**config.mk**
```make
export PLATFORM = sky130hd
export DESIGN_NAME = fft_twiddle_sequencer
export DESIGN_NICKNAME = d
export VERILOG_FILES = /design/src/rtl/fft_pkg.sv /design/src/rtl/fft_bf_addr_gen.sv /design/src/rtl/fft_twiddle_sequencer.sv
export SDC_FILE = /design/constraint.sdc
export NUM_CORES = 1
export LEC_CHECK = 0
export CORE_ASPECT_RATIO = 0.8
export CORE_UTILIZATION = 58
export CTS_CLUSTER_SIZE = 16
export DETAILED_ROUTE_END_ITERATION = 10
export MAX_ROUTING_LAYER = met4
export PLACE_DENSITY = 0.91
export SLEW_MARGIN = 0
export SYNTH_ARGS = -nofsm -noshare
export SYNTH_HDL_FRONTEND = slang
export SYNTH_SLANG_ARGS = --single-unit
```
**constraint.sdc**
```tcl
create_clock -name clk -period 9.5 [get_ports clk]
set_input_delay 2.85 -clock clk [delete_from_list [all_inputs] [get_ports clk]]
set_output_delay 2.85 -clock clk [all_outputs]
set_load 0.01 [all_outputs]
```
**src/rtl/fft_pkg.sv**
```systemverilog
// Shared types and constants for the 64-point radix-2 DIT FFT address/twiddle sequencer.
package fft_pkg;

    localparam int FFT_LOG2N  = 6;
    localparam int FFT_N      = 64;
    localparam int TW_QUARTER = 16;

    typedef logic [FFT_LOG2N-1:0] fft_addr_t;
    typedef logic [2:0]           fft_stage_t;
    typedef logic [FFT_LOG2N-2:0] fft_bf_t;

    typedef enum logic [1:0] {
        IDLE,
        RUN,
        DRAIN,
        DONE
    } seq_state_e;

endpackage

```
**src/rtl/fft_bf_addr_gen.sv**
```systemverilog
// Combinational butterfly descriptor: (stage, butterfly index, inverse) -> data addresses and twiddle ROM selects.
module fft_bf_addr_gen
    import fft_pkg::*;
(
    input  fft_stage_t stage_i,
    input  fft_bf_t    b_i,
    input  logic       inverse_i,
    output fft_addr_t  addr_a_o,
    output fft_addr_t  addr_b_o,
    output fft_addr_t  tw_re_sel_o,
    output fft_addr_t  tw_im_sel_o
);

    fft_addr_t half;
    fft_addr_t bx;
    fft_addr_t pos;
    fft_addr_t grp;
    fft_addr_t base;
    fft_addr_t k;

    always_comb begin
        half = fft_addr_t'(1) << stage_i;
        bx   = {1'b0, b_i};
        pos  = bx & (half - fft_addr_t'(1));
        grp  = bx >> stage_i;
        // grp * 2 * half is a left shift by stage+1; pos < half so OR equals add
        base = (grp << (stage_i + 3'd1)) | pos;
        k    = pos << (3'd5 - stage_i);

        addr_a_o    = base;
        addr_b_o    = base + half;
        // cos(x) = -sin(x - pi/2): three quarters further round the -sin table
        tw_re_sel_o = k + fft_addr_t'(3 * TW_QUARTER);
        tw_im_sel_o = inverse_i ? fft_addr_t'(FFT_N - int'(k)) : k;
    end

endmodule

```
**src/rtl/fft_twiddle_sequencer.sv**
```systemverilog
// Stage/butterfly sequencer for the in-place 64-point FFT with inter-stage pipeline drain.
// Optional inverse-transform twiddle conjugation is enabled by defining FFT_INVERSE_EN.
module fft_twiddle_sequencer
    import fft_pkg::*;
#(
    parameter int LOG2N      = 6,
    parameter int BF_LATENCY = 3
)
(
    input  logic             clk,
    input  logic             rst,
    input  logic             start,
`ifdef FFT_INVERSE_EN
    input  logic             inverse,
`endif
    output logic             busy,
    output logic             done,
    output logic             bf_valid,
    input  logic             bf_ready,
    output logic [LOG2N-1:0] addr_a,
    output logic [LOG2N-1:0] addr_b,
    output logic [LOG2N-1:0] tw_re_sel,
    output logic [LOG2N-1:0] tw_im_sel,
    output logic [2:0]       stage,
    output logic             last_in_stage
);

    localparam int               CNT_W      = (BF_LATENCY > 1) ? $clog2(BF_LATENCY) : 1;
    localparam logic [CNT_W-1:0] DRAIN_LOAD = CNT_W'(BF_LATENCY - 1);
    localparam fft_bf_t          BF_LAST    = '1;
    localparam fft_stage_t       STAGE_LAST = 3'd5;

    seq_state_e       state_q, state_d;
    fft_stage_t       stage_q, stage_d;
    fft_bf_t          b_q, b_d;
    logic [CNT_W-1:0] cnt_q, cnt_d;
    logic             inv_d;
`ifdef FFT_INVERSE_EN
    logic             inv_q;
`endif

    fft_addr_t        gen_a, gen_b, gen_re, gen_im;

    logic             valid_q, busy_q, done_q, last_q;
    logic [LOG2N-1:0] addr_a_q, addr_b_q, tw_re_q, tw_im_q;

    always_comb begin
        state_d = state_q;
        stage_d = stage_q;
        b_d     = b_q;
        cnt_d   = cnt_q;
`ifdef FFT_INVERSE_EN
        inv_d   = inv_q;
`else
        inv_d   = 1'b0;
`endif
        unique case (state_q)
            IDLE: begin
                if (start) begin
                    state_d = RUN;
                    stage_d = '0;
                    b_d     = '0;
`ifdef FFT_INVERSE_EN
                    inv_d   = inverse;
`endif
                end
            end
            RUN: begin
                // bf_valid is always high in RUN, so bf_ready alone completes the handshake
                if (bf_ready) begin
                    if (b_q == BF_LAST) begin
                        state_d = DRAIN;
                        cnt_d   = DRAIN_LOAD;
                    end else begin
                        b_d = b_q + fft_bf_t'(1);
                    end
                end
            end
            DRAIN: begin
                if (cnt_q == '0) begin
                    if (stage_q == STAGE_LAST) begin
                        state_d = DONE;
                    end else begin
                        state_d = RUN;
                        stage_d = stage_q + fft_stage_t'(1);
                        b_d     = '0;
                    end
                end else begin
                    cnt_d = cnt_q - CNT_W'(1);
                end
            end
            DONE: begin
                state_d = IDLE;
                stage_d = '0;
            end
            default: state_d = IDLE;
        endcase
    end

    // Descriptor is computed from the next-state counters so the outputs can be registered.
    fft_bf_addr_gen u_addr_gen (
        .stage_i     (stage_d),
        .b_i         (b_d),
        .inverse_i   (inv_d),
        .addr_a_o    (gen_a),
        .addr_b_o    (gen_b),
        .tw_re_sel_o (gen_re),
        .tw_im_sel_o (gen_im)
    );

    always_ff @(posedge clk) begin
        if (rst) begin
            state_q  <= IDLE;
            stage_q  <= '0;
            b_q      <= '0;
            cnt_q    <= '0;
`ifdef FFT_INVERSE_EN
            inv_q    <= 1'b0;
`endif
            valid_q  <= 1'b0;
            busy_q   <= 1'b0;
            done_q   <= 1'b0;
            last_q   <= 1'b0;
            addr_a_q <= '0;
            addr_b_q <= '0;
            tw_re_q  <= '0;
            tw_im_q  <= '0;
        end else begin
            state_q  <= state_d;
            stage_q  <= stage_d;
            b_q      <= b_d;
            cnt_q    <= cnt_d;
`ifdef FFT_INVERSE_EN
            inv_q    <= inv_d;
`endif
            valid_q  <= (state_d == RUN);
            busy_q   <= (state_d == RUN) || (state_d == DRAIN);
            done_q   <= (state_d == DONE);
            last_q   <= (state_d == RUN) && (b_d == BF_LAST);
            // Held during DRAIN/DONE, cleared in IDLE; a stalled RUN reloads identical values
            if (state_d == RUN) begin
                addr_a_q <= gen_a;
                addr_b_q <= gen_b;
                tw_re_q  <= gen_re;
                tw_im_q  <= gen_im;
            end else if (state_d == IDLE) begin
                addr_a_q <= '0;
                addr_b_q <= '0;
                tw_re_q  <= '0;
                tw_im_q  <= '0;
            end
        end
    end

    assign busy          = busy_q;
    assign done          = done_q;
    assign bf_valid      = valid_q;
    assign addr_a        = addr_a_q;
    assign addr_b        = addr_b_q;
    assign tw_re_sel     = tw_re_q;
    assign tw_im_sel     = tw_im_q;
    assign stage         = stage_q;
    assign last_in_stage = last_q;

endmodule

```
==> flow_metrics.py <==
metrics = {
    "worst_hold_path": {
        "holdPathEnd": "tw_re_sel[5]$_SDFFE_PP0P_",
        "holdPathStages": 2,
        "min-delay-start": "tw_re_sel[5]$_SDFFE_PP0P_",
        "hold_path_class": "reg2reg",
    },
    "worst_setup_path": {
        "reg2reg_from": "stage[1]$_SDFF_PP0_",
        "arrival_ns": 6.97,
        "reg2reg_depth": 19,
        "cp_max_fo": 16,
        "slowest_stage": "a31oi_2",
        "startpoint_type": "primary input",
        "path_buf_inv": 1,
        "r2r-end": "addr_b[5]$_SDFFE_PP0P_",
        "critPathRequiredTime_ns": 9.69,
        "endpoint_kind": "flip-flop",
        "crit_family": "compound AO/OA/AOI/OAI gates",
        "critPathKind": "in2reg",
        "rrSetupSlack_ns": 4.80,
        "slowest_delay_ns": 0.77,
        "crit_chain": "clkdlybuf4s50_1, and2b_1, o21ai_0, a31oi_2, ha_1, nand2_1, o21ai_0, ha_1, a21oi_1, o21bai_1, a21oi_1, xnor2_1, and2_1, a22oi_1, a32o_1",
    },
    "finish": {
        "area_growth_pct": 18.7,
        "final_util": 0.725,
        "nNetsFinal": 316,
        "final_common_cell": "dfxtp_1",
        "drive_above_1_share": 0.0918,
        "design_area_um2": 2760,
        "mostFrequentLayoutCells": "dfxtp_1 (36), clkdlybuf4s50_1 (34), nor2_1 (30)",
        "antennaDiodeCount": 0,
        "fin_cells": 349,
    },
    "clock_tree": {
        "h-tree-depth": 2,
        "cts_tree": "done",
        "numCtsBuffers": 5,
        "cts-hold-fix-buffers": 0,
        "cts_resized": 0,
        "cts_buffer_depth": 2,
        "clkLatencyLatePin_ns": 0.30,
        "post_cts_buffers": 0,
        "clockRootBuffer": "clkbuf_8",
        "cts.clk_slew.worst_paths_ns": 0.07,
        "cts_sinks": 36,
    },
    "sta": {
        "finalSetupViolCount": 0,
        "max_freq_mhz": 148,
        "max_slew_margin": 0.425,
        "fin_crit_ns": 6.78,
        "fin_crit_sh": 0.713,
        "tightest_slew_ns": 0.860,
        "rsz0062_at_grt": "no",
        "hold_violations": 0,
        "drv_slew": 0,
        "finClkSkew_ns": 0.00795,
        "fin_tns_setup_ns": 0,
    },
    "power_and_ir_drop": {
        "seq_power_share": 0.499,
        "power.density_cell_area_nw_per_um2": 113,
        "p_comb_frac": 0.073,
        "p_clk_frac": 0.428,
        "switching_share": 0.226,
        "p_leak_nw": 1.08,
        "p_sw_mw": 0.0706,
        "vdd_drop_max_v": 0.0000724,
        "p_int_mw": 0.241,
    },
    "routing": {
        "ant_nets": 0,
        "via_per_inst": 6.06,
        "vias": 2116,
        "drc_errors": 0,
        "drt_iter0_drc": 178,
        "wirelength_um": 5430,
        "dr.pass1.iters": 5,
        "detail_route.wl_per_cell_um": 15.5,
    },
    "global_routing": {
        "grt_max_degree": 22,
        "antenna_found_initial": 0,
        "grt_pass1_wl_um": 8340,
        "grt_pass1_vias": 1739,
        "grtUsageTotal": 0.272,
        "gr-total-overflow": 0,
    },
    "logic_synthesis": {
        "syn_area_um2": 2320,
        "synth_cells": 267,
        "yosys_register_bits": 36,
        "avgSynthCellArea_um2": 8.70,
        "yosys_warnings": 0,
        "ys_types": 60,
        "ys.flop_type": "dfxtp_1",
        "synth_edf_count": 0,
        "synth-seq-area-share": 0.310,
        "async_reset_ff_frac": 0,
        "syn-num-nets": 290,
    },
    "floorplan": {
        "initial_core_util": 0.611,
        "core-area_um2": 3800,
        "dieArea_um2": 4260,
        "die-width_um": 72.7,
        "die_y_um": 58.6,
        "rows": 20,
        "io-pin-count": 35,
    },
    "place": {
        "place_congestion": 0.998,
        "place_area_um2": 2650,
        "dp_hpwl_um": 3960,
        "placed_cells": 341,
        "port_buffers": 34,
    },
    "run_status": {
        "status": "completed",
    },
    "run": {
        "drv_cap": 0,
    },
}
==> power by group through the flow <==
| stage | clock (mW) | sequential (mW) | combinational, mW |
|---|---|---|---|
| 2_1_floorplan | 0 | 0.159 | 0.0133 |
| 3_3_place_gp | 0 | 0.159 | 0.0219 |
| 3_5_place_dp | 0 | 0.159 | 0.0225 |
| 4_1_cts | 0.133 | 0.156 | 0.0226 |
| 5_1_grt | 0.139 | 0.156 | 0.0248 |
| 6_report | 0.134 | 0.156 | 0.0228 |
==> worst register-to-register path: cells and delay by family, from the launching register on <==
kind	cells	cell delay, ns
buffers and inverters	2	0.37
muxes	1	0.15
xor gates and xnor gates	3	0.52
and+or+nand+nor	1	0.17
adders and majority gates	2	0.51
DFF	1	0.44
AOI/OAI and AO/OA	10	2.44
==> state kept, by name (all words and copies together), names as in the netlist <==
| register | cells |
|---|---|
| addr_a | 6 |
| addr_b | 6 |
| tw_re_sel | 6 |
| b_q | 5 |
| stage | 3 |
| cnt_q | 2 |
| state_q | 2 |
| tw_im_sel | 2 |
| bf_valid | 1 |
| busy | 1 |
| done | 1 |
| last_in_stage | 1 |
==> synthesized netlist by cell type, types with 2 or more instances <==
library cell / number / area, um2
buf_4: 6 / 45.0
a21oi_1: 11 / 55.1
clkbuf_1: 5 / 18.8
a22o_1: 9 / 78.8
and2_1: 5 / 31.3
nand2_1: 21 / 78.8
o31ai_1: 2 / 15.0
nor2b_1: 8 / 50.1
nor3_1: 6 / 30.0
ha_1: 18 / 225
a31oi_1: 4 / 25.0
nor2_1: 30 / 113
xor2_1: 2 / 17.5
o21ai_0: 15 / 75.1
nand4_1: 3 / 18.8
inv_1: 13 / 48.8
xnor2_1: 7 / 61.3
dfxtp_1: 36 / 721
a21o_1: 3 / 22.5
mux2i_1: 2 / 20.0
a22oi_1: 2 / 15.0
o221ai_1: 2 / 17.5
nand3_1: 6 / 30.0
nand3b_1: 3 / 22.5
a32o_1: 3 / 30.0
a211oi_1: 6 / 45.0
buf_2: 5 / 25.0
a31o_2: 2 / 17.5
==> metrics by stage <==
stage	power [mW]	worst slack (ns)	hold WS, ns
floorplan	0.173	3.44	0.472
detailed placement	0.182	2.50	0.441
global route	0.320	2.53	0.477
CTS	0.311	2.79	0.451
finish	0.312	2.72	0.449
global placement	0.181	2.59	0.436
==> kinds of logic (layout without fill, tap and decap cells) <==
family                     after synthesis  count (layout)  share of synthesized area
and+or+nand+nor                         90              90                      0.189
buffers and inverters                   30              57                     0.0609
muxes                                    4               4                     0.0210
DFF                                     36              36                      0.310
AOI/OAI and AO/OA                       79              79                      0.280
adders and majority gates               19              19                      0.106
xor gates and xnor gates                 9               9                     0.0339
==> metal layers <==
layer | track usage | vias to the layer above | routed length, um
met5 | - | - | 0
met4 | 0.109 | 0 | 108
met3 | 0.0651 | 12 | 448
met2 | 0.413 | 95 | 2440
met1 | 0.352 | 998 | 2430
li1 | - | 1011 | -
==> layout make-up <==
| cell class | count | area, um2 |
|---|---|---|
| repair buffers | 35 | 348 |
| inverters | 14 | 52.6 |
| flip-flops and latches | 36 | 721 |
| multi-input cells | 201 | 1460 |
| clock buffers | 6 | 72.6 |
| clock inverters | 2 | 35.0 |
| well taps | 55 | 68.8 |
| fillers | 295 | 1050 |
==> how the worst max path moves through the flow <==
stage | slack, ns | end | cells after the start | startpoint
global route | 2.53 | addr_b[5]$_SDFFE_PP0P_ | 15 | start
global placement | 2.59 | addr_b[5]$_SDFFE_PP0P_ | 15 | start
finish | 2.72 | addr_b[5]$_SDFFE_PP0P_ | 15 | start
detailed placement | 2.50 | addr_b[5]$_SDFFE_PP0P_ | 15 | start
CTS | 2.79 | addr_b[5]$_SDFFE_PP0P_ | 15 | start
floorplan | 3.44 | addr_b[5]$_SDFFE_PP0P_ | 16 | start
Note: power is estimated with default switching activity, not from simulation.
